File: src/rtl/vec_strided_load_unit.sv
// vec_strided_load_unit
//   Memory-side stage of the vector coprocessor for the strided,
//   variable-precision load (vles_varp). It walks a_i = base_addr + i*stride
//   over the 32-bit memory port, extracts a vap-bit element from each
//   addressed word and packs element i at vreg_wdata[i*vap +: vap].
//
// Ports
//   clk, resetn         clock, synchronous active-low reset
//   start               command strobe, accepted only in IDLE
//   base_addr, stride   byte address of element 0, signed byte stride
//   vl, vap             element count, element width (1,2,4,8,16,32)
//   busy, done, err     status; done/err are single-cycle pulses
//   vreg_wdata          packed result, valid on done, held until next start
//   mem_*               read-only memory port (wdata/wstrb tied to 0)
//
// Optional feature
//   VSLU_WORD_REUSE_EN  when defined, an element whose word matches the last
//                       fetched word is extracted without a new request.
//
// state     | meaning
// S_IDLE    | waiting for start
// S_CHECK   | decide: finish, error, fetch or reuse for element i
// S_REQ     | mem_valid high, waiting for mem_ready
// S_EXTRACT | insert element i, advance address and index
// S_DONE    | done pulse
// S_ERR     | err pulse (illegal vap or misaligned element)
module vec_strided_load_unit #(
    parameter int VLEN = 256,
    parameter int VL_W = 9
) (
    input  logic            clk,
    input  logic            resetn,
    input  logic            start,
    input  logic [31:0]     base_addr,
    input  logic [31:0]     stride,
    input  logic [VL_W-1:0] vl,
    input  logic [5:0]      vap,
    output logic            busy,
    output logic            done,
    output logic            err,
    output logic [VLEN-1:0] vreg_wdata,
    output logic            mem_valid,
    input  logic            mem_ready,
    output logic [31:0]     mem_addr,
    output logic [31:0]     mem_wdata,
    output logic [3:0]      mem_wstrb,
    input  logic [31:0]     mem_rdata
);

    localparam int LOG_VLEN = $clog2(VLEN);
    // Counter wide enough for both vl and VLEN (the element count at vap=1).
    localparam int CW = (VL_W > LOG_VLEN + 1) ? VL_W : LOG_VLEN + 1;

    typedef enum logic [2:0] {
        S_IDLE, S_CHECK, S_REQ, S_EXTRACT, S_DONE, S_ERR
    } state_t;

    state_t          state_q, state_d;

    logic [31:0]     cur_addr;
    logic [31:0]     stride_q;
    logic [VL_W-1:0] vl_q;
    logic [5:0]      vap_q;
    logic [CW-1:0]   idx;
    logic [31:0]     rdata_q;

    logic            vap_legal;
    logic            misaligned;
    logic            reuse_hit;
    logic [CW-1:0]   max_cnt;
    logic [CW-1:0]   n_eff;
    logic [CW-1:0]   idx_inc;
    logic [CW+5:0]   bit_off;
    logic [31:0]     word_sh;
    logic [31:0]     elem_mask;
    logic [31:0]     elem;
    logic [VLEN-1:0] vreg_next;

`ifdef VSLU_WORD_REUSE_EN
    logic [29:0]     last_word;
    logic            last_valid;
`endif

    always_comb begin
        vap_legal = 1'b1;
        max_cnt   = '0;
        case (vap_q)
            6'd1:    max_cnt = CW'(VLEN);
            6'd2:    max_cnt = CW'(VLEN / 2);
            6'd4:    max_cnt = CW'(VLEN / 4);
            6'd8:    max_cnt = CW'(VLEN / 8);
            6'd16:   max_cnt = CW'(VLEN / 16);
            6'd32:   max_cnt = CW'(VLEN / 32);
            default: vap_legal = 1'b0;
        endcase
        n_eff      = (CW'(vl_q) < max_cnt) ? CW'(vl_q) : max_cnt;
        misaligned = ((vap_q == 6'd16) && cur_addr[0]) ||
                     ((vap_q == 6'd32) && (cur_addr[1:0] != 2'b00));
        idx_inc    = idx + 1'b1;
        bit_off    = (CW+6)'(idx) * (CW+6)'(vap_q);
        // Same formula covers vap<8: the low vap bits of the addressed byte.
        word_sh    = rdata_q >> {cur_addr[1:0], 3'b000};
        elem_mask  = (vap_q >= 6'd32) ? 32'hFFFF_FFFF : ((32'd1 << vap_q) - 32'd1);
        elem       = word_sh & elem_mask;
        vreg_next  = vreg_wdata | ({{(VLEN-32){1'b0}}, elem} << bit_off);
`ifdef VSLU_WORD_REUSE_EN
        reuse_hit  = last_valid && (last_word == cur_addr[31:2]);
`else
        reuse_hit  = 1'b0;
`endif
    end

    always_comb begin
        state_d = state_q;
        case (state_q)
            S_IDLE:    if (start) state_d = S_CHECK;
            S_CHECK: begin
                if (!vap_legal)          state_d = S_ERR;
                else if (n_eff == '0)    state_d = S_DONE;
                else if (misaligned)     state_d = S_ERR;
                else if (reuse_hit)      state_d = S_EXTRACT;
                else                     state_d = S_REQ;
            end
            S_REQ:     if (mem_ready) state_d = S_EXTRACT;
            S_EXTRACT: state_d = (idx_inc == n_eff) ? S_DONE : S_CHECK;
            S_DONE:    state_d = S_IDLE;
            S_ERR:     state_d = S_IDLE;
            default:   state_d = S_IDLE;
        endcase
    end

    always_ff @(posedge clk) begin
        if (!resetn) begin
            state_q    <= S_IDLE;
            cur_addr   <= '0;
            stride_q   <= '0;
            vl_q       <= '0;
            vap_q      <= '0;
            idx        <= '0;
            rdata_q    <= '0;
            vreg_wdata <= '0;
`ifdef VSLU_WORD_REUSE_EN
            last_word  <= '0;
            last_valid <= 1'b0;
`endif
        end else begin
            state_q <= state_d;
            case (state_q)
                S_IDLE: begin
                    if (start) begin
                        cur_addr   <= base_addr;
                        stride_q   <= stride;
                        vl_q       <= vl;
                        vap_q      <= vap;
                        idx        <= '0;
                        vreg_wdata <= '0;
`ifdef VSLU_WORD_REUSE_EN
                        last_valid <= 1'b0;
`endif
                    end
                end
                S_REQ: begin
                    if (mem_ready) begin
                        rdata_q    <= mem_rdata;
`ifdef VSLU_WORD_REUSE_EN
                        last_word  <= cur_addr[31:2];
                        last_valid <= 1'b1;
`endif
                    end
                end
                S_EXTRACT: begin
                    vreg_wdata <= vreg_next;
                    idx        <= idx_inc;
                    cur_addr   <= cur_addr + stride_q;
                end
                default: ;
            endcase
        end
    end

    assign busy      = (state_q != S_IDLE);
    assign done      = (state_q == S_DONE);
    assign err       = (state_q == S_ERR);
    assign mem_valid = (state_q == S_REQ);
    assign mem_addr  = {cur_addr[31:2], 2'b00};
    assign mem_wdata = '0;
    assign mem_wstrb = '0;

endmodule

File: config.mk
export PLATFORM = sky130hd
export DESIGN_NAME = vec_strided_load_unit
export DESIGN_NICKNAME = d
export VERILOG_FILES = /design/src/rtl/vec_strided_load_unit.sv
export SDC_FILE = /design/constraint.sdc
export NUM_CORES = 1
export LEC_CHECK = 0
export CAP_MARGIN = 25
export CELL_PAD_IN_SITES_DETAIL_PLACEMENT = 1
export CELL_PAD_IN_SITES_GLOBAL_PLACEMENT = 1
export CORE_MARGIN = 2
export CORE_UTILIZATION = 39
export CTS_CLUSTER_DIAMETER = 100
export DETAILED_ROUTE_END_ITERATION = 8
export GPL_TIMING_DRIVEN = 0
export PLACE_DENSITY = 0.84
export SYNTH_ARGS = -nofsm -noshare
export SYNTH_HDL_FRONTEND = slang
export SYNTH_SLANG_ARGS = --single-unit
File: constraint.sdc
create_clock -name clk -period 6.6 [get_ports clk]
set_input_delay 1.32 -clock clk [delete_from_list [all_inputs] [get_ports clk]]
set_output_delay 1.32 -clock clk [all_outputs]
set_load 0.005 [all_outputs]
==> results of run 1 <==
==> kinds of logic after synthesis <==
family                     Yosys count
and+or+nand+nor                   1113
AOI/OAI and AO/OA                  961
DFF                                379
buffers and inverters              349
adders and majority gates           91
muxes                               55
xor gates and xnor gates            52
other                                1
==> worst paths after layout <==
kind | start | end | slack [ns] | depth (start not counted)
hold reg to reg | vreg_wdata[100] | vreg_wdata[100] | 0.44 | 2
hold / removal | vreg_wdata[100] | vreg_wdata[100] | 0.44 | 2
setup / recovery | vap_q[3] | vreg_wdata[116] | 0.12 | 20
setup reg to reg | vap_q[3] | vreg_wdata[116] | 0.12 | 20
==> repair_timing <==
action                     CTS  global route
hold buffers                 0             0
pin swaps                    4             7
setup endpoints to repair  256           229
resized for setup           48            49
buffers inserted             7             7
==> flip-flops by register name, indices dropped and copies added, names as in the netlist <==
name	cells
stride_q	32
rdata_q	32
vreg_wdata	256
idx	9
vap_q	6
state_q	3
vl_q	9
cur_addr	32
==> routing by layer <==
layer | routed length (um) | vias up | share of wire | track usage
li1 | - | 11802 | - | -
met1 | 49100 | 13509 | 0.39 | 0.485
met2 | 56200 | 1718 | 0.44 | 0.622
met3 | 13300 | 446 | 0.11 | 0.0972
met4 | 7880 | 10 | 0.062 | 0.217
met5 | 66 | - | 0.00052 | 0
==> final cells by class <==
class,instances,area (um2),area share
buffer,274,1400,0.0455
clock buffer,61,1250,0.0408
clock inverter,18,240,0.00781
inverter,66,251,0.00817
multi-input combinational,2310,14800,0.480
sequential,379,7590,0.247
tap,773,967,0.0314
timing repair buffer,436,4310,0.140
==> cell usage in the layout (no fill, tap or decap), types with 63 or more instances in the layout <==
cell type          n
o21ai_0          164
nor3_1            63
clkbuf_1         152
a21oi_1          208
clkdlybuf4s50_1  404
dfxtp_1          379
buf_4             99
nand2_1          552
a22oi_1           80
nor2_1           207
==> power breakdown <==
| part | switching (uW) | total (uW) | internal, uW |
|---|---|---|---|
| combinational | 1090 | 1650 | 567 |
| clock | 1090 | 2590 | 1500 |
| sequential | 88.0 | 2460 | 2370 |
| total | 2260 | 6700 | 4430 |
==> metrics by stage <==
stage          utilization  setup TNS (ns)  setup WS, ns  total power (uW)  hold slack, ns
2_1_floorplan            -               0         0.812              3450           0.433
3_3_place_gp         0.483         -269.55         -1.68              4060           0.426
3_5_place_dp         0.485         -230.04         -1.47              4090           0.434
4_1_cts              0.515               0        0.0102              6640           0.442
5_1_grt              0.519          -0.207       -0.0453              6900           0.470
6_report             0.519               0         0.125              6700           0.439
==> critical path: stages (launching register included) <==
cell	delay (ns)
dfxtp_1	0.45
buf_2	0.25
clkbuf_4	0.24
buf_6	0.22
nand2_1	0.11
fa_1	0.61
fa_1	0.44
fa_1	0.50
inv_1	0.04
ha_1	0.39
a21o_1	0.25
a21oi_1	0.31
xnor2_1	0.13
buf_4	0.20
or3_1	0.35
clkbuf_1	0.23
nor3_4	0.53
nand2_1	0.18
nor2_2	0.58
a32oi_1	0.24
nand2_1	0.12
==> metrics.md, run 1 <==
| Metric | Value |
|---|---|
| Syn Inst Count | `3001` |
| Total Wirelength | `127000 um` |
| Fin. max-slew vios | `0` |
| Largest area contributor in the netlist | `dfxtp_1` |
| Die X | `249 um` |
| Max Cap Viol | `0` |
| PwrDens | `218 nW/um2` |
| Cell with the most instances after synthesis | `nand2_1` |
| CTS tree | `built` |
| CTS Sinks | `379` |
| Antenna viol nets, final | `0` |
| Status | `finished clean` |
| Design area | `30800 um2` |
| Distinct cells, synth | `120` |
| Post-synth EDFFs | `0` |
| Asr flop ratio synth | `0` |
| RSZ-0062 raised after global routing | `true` |
| Crit path required time | `7.12 ns` |
| Clock transition at path regs | `0.06 ns` |
| Clock Latency Late Sink | `0.61 ns` |
| Slew @ Worst Pin | `1.22 ns` |
| GPL Wtd Cong | `1.04` |
| Filler Cell Count | `7215` |
| Vias in the first global route | `27580` |
| Crit Path Class | `register to register` |
| DR WL/cell | `29.3 um` |
| Synthesized area | `23500 um2` |
| Filler-free cell count of the finished design | `4317` |
| Sequential area share after synthesis | `0.323` |
| Root Buffer | `clkbuf_16` |
| DPL Wire Length | `98400 um` |
| CP arrival | `7.00 ns` |
| Worst-path fanout max | `19` |
| Leakage | `0.0114 uW` |
| Mux cell area share after synthesis | `0.0320` |
| Worst slew margin | `0.180` |
| Vias per inst | `6.37` |
| Core footprint | `59200 um2` |
| Starting Density | `0.396` |
| Layout cell share with drive strength beyond 1 | `0.100` |
| Drc violations | `0` |
| IO buf count | `404` |
| Flops & latches, synth | `379` |
| Post-synth top cells | `555 x nand2_1, 379 x dfxtp_1, 216 x nor2_1` |
| Final setup fails | `0` |
| Startpoint Class | `register` |
| Drt first-iter violations | `2890` |
| Post-Synth XOR/XNOR Area | `0.0194` |
| Die H | `249 um` |
| All-Layer GR Usage | `0.391` |
| Synthesis-to-layout area growth | `31.1%` |
| Initial antenna violation count | `7` |
| # IOs | `443` |
| Placed Area | `28800 um2` |
| Maximum clock rate | `0.154 GHz` |
| Maximum number of pins on one net before global-route repair | `29` |
| Top post-synthesis cells by area | `dfxtp_1 32%, nand2_1 8.9%, a21oi_1 4.6%` |
| Clock skew | `0.0344 ns` |
| Peak VDD IR | `207 uV` |
| CTS HTree Levels | `2` |
| Final net count | `3717` |
| First-pass GRT wire length | `184000 um` |
| DIE AREA | `62200 um2` |
| Drt pass-1 iters | `8` |
| Post-Synth Simple-Gate Area | `0.213` |
| Tcrit/Tclk final | `0.981` |
| Largest family of logic cells by synthesized area | `compound AO/OA/AOI/OAI gates` |
| Area fraction of the dominant cell type after synthesis | `0.323` |
| Fin. Hold Viols | `0` |
| Synth Flop Type | `dfxtp_1` |
| HP Class | `register to register` |
| Post-synthesis adder-cell area fraction | `0.0581` |
| Kind of end point of the critical path | `register` |
| GR Overflow Total | `0` |
| Number of diodes | `0` |
| Num rows | `89` |
| Min cycle time layout | `6.48 ns` |
| Placed insts | `4230` |
| Mean Syn Cell Area | `7.82 um2` |
| Ys Warns | `0` |
| Clock Tree Buf Depth | `3` |
| Synth Area in Compound Gates | `0.284` |
| CTS Buf Count | `44` |
| Via count | `27485` |
(Power assumes the default switching activity.)
==> run 2, diff against run 1 <==
--- a/config.mk
+++ b/config.mk
@@ -5,7 +5,7 @@
 export SDC_FILE = /design/constraint.sdc
 export NUM_CORES = 1
 export LEC_CHECK = 0
-export CAP_MARGIN = 25
+export CAP_MARGIN = 20
 export CELL_PAD_IN_SITES_DETAIL_PLACEMENT = 1
 export CELL_PAD_IN_SITES_GLOBAL_PLACEMENT = 1
 export CORE_MARGIN = 2
@@ -13,7 +13,7 @@
 export CTS_CLUSTER_DIAMETER = 100
 export DETAILED_ROUTE_END_ITERATION = 8
 export GPL_TIMING_DRIVEN = 0
-export PLACE_DENSITY = 0.84
+export PLACE_DENSITY = 0.83
 export SYNTH_ARGS = -nofsm -noshare
 export SYNTH_HDL_FRONTEND = slang
 export SYNTH_SLANG_ARGS = --single-unit
==> run 2 against run 1 <==
Against the previous run: wire length is 5.0% higher; sequential share of layout area is 0.13 points lower; via count is 1.3% higher; non-clock buffer count is 3 higher; global-route usage is 2.1 points higher; critical path type unchanged; largest cell class unchanged; highest routed layer unchanged.
==> metrics.md, run 2 (synthesized netlist as in run 1, its figures left out) <==
| Metric | Value |
|---|---|
| Status | `finished clean` |
| Slew @ Worst Pin | `1.21 ns (-0.00693 ns)` |
| Maximum number of pins on one net before global-route repair | `20 (-31%)` |
| CTS Sinks | `379 (unchanged)` |
| Starting Density | `0.396 (unchanged)` |
| R2r setup slk | `0.12 ns (about the same)` |
| All-Layer GR Usage | `0.412 (+0.0209)` |
| Leakage | `0.0115 uW (+0.73%)` |
| R2R depth | `20 (unchanged)` |
| DIE AREA | `62200 um2 (unchanged)` |
| Crit path required time | `7.14 ns (+0.02 ns)` |
| Placed insts | `4227 (-0.071%)` |
| CTS HTree Levels | `2 (unchanged)` |
| Root Buffer | `clkbuf_16` |
| Number of flip-flops under the largest register name | `256 (unchanged)` |
| Clock Latency Late Sink | `0.62 ns (about the same)` |
| Placed Area | `28700 um2 (about the same)` |
| Crit Path Class | `register to register` |
| Biggest register | `vreg_wdata` |
| Hold Path Depth | `2 (unchanged)` |
| Worst Setup SP | `vap_q[1]` |
| HP Class | `register to register` |
| Drt pass-1 iters | `9 (+1)` |
| Initial antenna violation count | `6 (-1)` |
| Fin. Hold Viols | `0 (unchanged)` |
| Vias per inst | `6.44 (+1.1%)` |
| Most common cell after layout, fill and taps aside | `nand2_1` |
| Die H | `249 um (unchanged)` |
| Setup TNS | `0 ns (unchanged)` |
| Peak VDD IR | `184 uV (-11%)` |
| Tcrit/Tclk final | `0.982 (about the same)` |
| GR Overflow Total | `0 (unchanged)` |
| Final net count | `3721 (+0.11%)` |
| GPL Wtd Cong | `1.06 (+1.1%)` |
| HP Start | `vreg_wdata[224]` |
| CTS Buf Count | `45 (+2.3%)` |
| Vias in the first global route | `28392 (+2.9%)` |
| Drc violations | `0 (unchanged)` |
| IO buf count | `404 (unchanged)` |
| Antenna viol nets, final | `0 (unchanged)` |
| Clock skew | `0.0248 ns (-0.00967 ns)` |
| Startpoint Class | `register` |
| Maximum clock rate | `0.154 GHz (about the same)` |
| Synthesis-to-layout area growth | `31.8%` |
| CTS tree | `built` |
| Capturing point of the worst reg2reg path | `vreg_wdata[35]` |
| Total Wirelength | `133000 um (+5.0%)` |
| CP arrival | `7.02 ns (+0.02 ns)` |
| Hold endpoint | `vreg_wdata[224]` |
| Design area | `30900 um2 (+0.54%)` |
| Clock Tree Buf Depth | `3 (unchanged)` |
| Worst-path fanout max | `19 (unchanged)` |
| Core footprint | `59200 um2 (unchanged)` |
| Max Cap Viol | `0 (unchanged)` |
| Fin. max-slew vios | `0 (unchanged)` |
| Min cycle time layout | `6.48 ns (+0.00546 ns)` |
| Final Total Pwr | `6960 uW (+3.9%)` |
| Layout cell share with drive strength beyond 1 | `0.103 (+0.00265)` |
| DR WL/cell | `30.7 um (+4.9%)` |
| CTS Hold Bufs | `0 (unchanged)` |
| Drt first-iter violations | `2672 (-7.5%)` |
| Filler Cell Count | `7133 (-1.1%)` |
| Final setup fails | `0 (unchanged)` |
| Clock transition at path regs | `0.06 ns (about the same)` |
| Kind of end point of the critical path | `register` |
| Worst slew margin | `0.191 (+0.0105)` |
| Most frequent cells in the layout | `550 x nand2_1, 404 x clkdlybuf4s50_1, 378 x dfxtp_1` |
| Num rows | `89 (unchanged)` |
| PwrDens | `225 nW/um2 (+3.4%)` |
| Worst R2R Start | `vap_q[1]` |
| Via count | `27839 (+1.3%)` |
| Die X | `249 um (unchanged)` |
| Filler-free cell count of the finished design | `4324 (+0.16%)` |
| Area of the multi-input gates | `14800 um2 (about the same)` |
| DPL Wire Length | `104000 um (+6.0%)` |
| # IOs | `443 (unchanged)` |
| Sequential cell area | `7590 um2 (about the same)` |
| First-pass GRT wire length | `192000 um (+4.7%)` |
==> run 2: cell count changes in the layout (fill, tap and decap cells not counted), moves of 4 or more <==
cell and delta:
clkinvlp_4 +5, buf_2 -5, clkbuf_1 -4, buf_4 +7, bufinv_16 +4
==> run 2: repair_timing <==
| action | in CTS | in global routing |
|---|---|---|
| buffers inserted | 16 | 6 |
| gates resized for setup | 71 | 35 |
| endpoints found under the setup margin | 256 | 244 |
| pin swaps | 11 | 5 |
==> run 2: worst max-delay path by stage <==
| stage | endpoint | cells past startpoint | slack, ns |
|---|---|---|---|
| after global routing | vreg_wdata[146] | 24 | -0.02 |
| after detailed placement | vreg_wdata[191] | 23 | -1.70 |
| final | vreg_wdata[35] | 20 | 0.12 |
| after CTS | vreg_wdata[164] | 21 | -0.04 |
| after floorplan | vreg_wdata[46] | 23 | 0.81 |
| after global placement | vreg_wdata[159] | 22 | -1.79 |
==> run 2: per-stage QoR <==
step	setup WS, ns	utilization	hold WS, ns
floorplan	0.812	-	0.433
global placement	-1.79	0.483	0.430
detailed placement	-1.70	0.485	0.443
CTS	-0.0376	0.519	0.454
global route	-0.0236	0.522	0.473
finish	0.119	0.522	0.453
==> run 2: layout make-up <==
type	count	share of cell area
Multi-Input combinational cell	2310	0.477
Sequential cell	379	0.245
Timing Repair Buffer	440	0.140
Buffer	273	0.0455
Clock buffer	55	0.0399
Tap cell	773	0.0313
Clock inverter	27	0.0127
Inverter	66	0.00813
Antenna cell	1	0.0000809
==> run 2: metal layers <==
metal | global-route usage | up-vias | wire, um
met2 | 0.653 | 1727 | 58500
met5 | 0 | - | 79
met4 | 0.220 | 12 | 8140
li1 | - | 11798 | -
met3 | 0.103 | 464 | 13600
met1 | 0.516 | 13838 | 52500
==> run 2: power breakdown <==
group	switching [uW]	total (uW)	internal, uW
Clock	1130	2790	1660
Combinational	1140	1710	569
Sequential	86.1	2460	2370
Total	2360	6960	4600
==> run 2: worst max-delay path, stage by stage, from the launching register on <==
cell and delay [ns]:
dfxtp_1 0.46, buf_2 0.28, buf_4 0.29, and2_1 0.19
fa_1 0.46, fa_1 0.56, inv_1 0.05, fa_1 0.47
inv_1 0.04, ha_2 0.35, a21oi_2 0.20, o211ai_1 0.23
buf_4 0.21, a211o_1 0.31, o21ai_1 0.21, and4_4 0.38
buf_2 0.28, and4_1 0.31, a32oi_1 0.14, o21ai_0 0.77
a21o_1 0.21
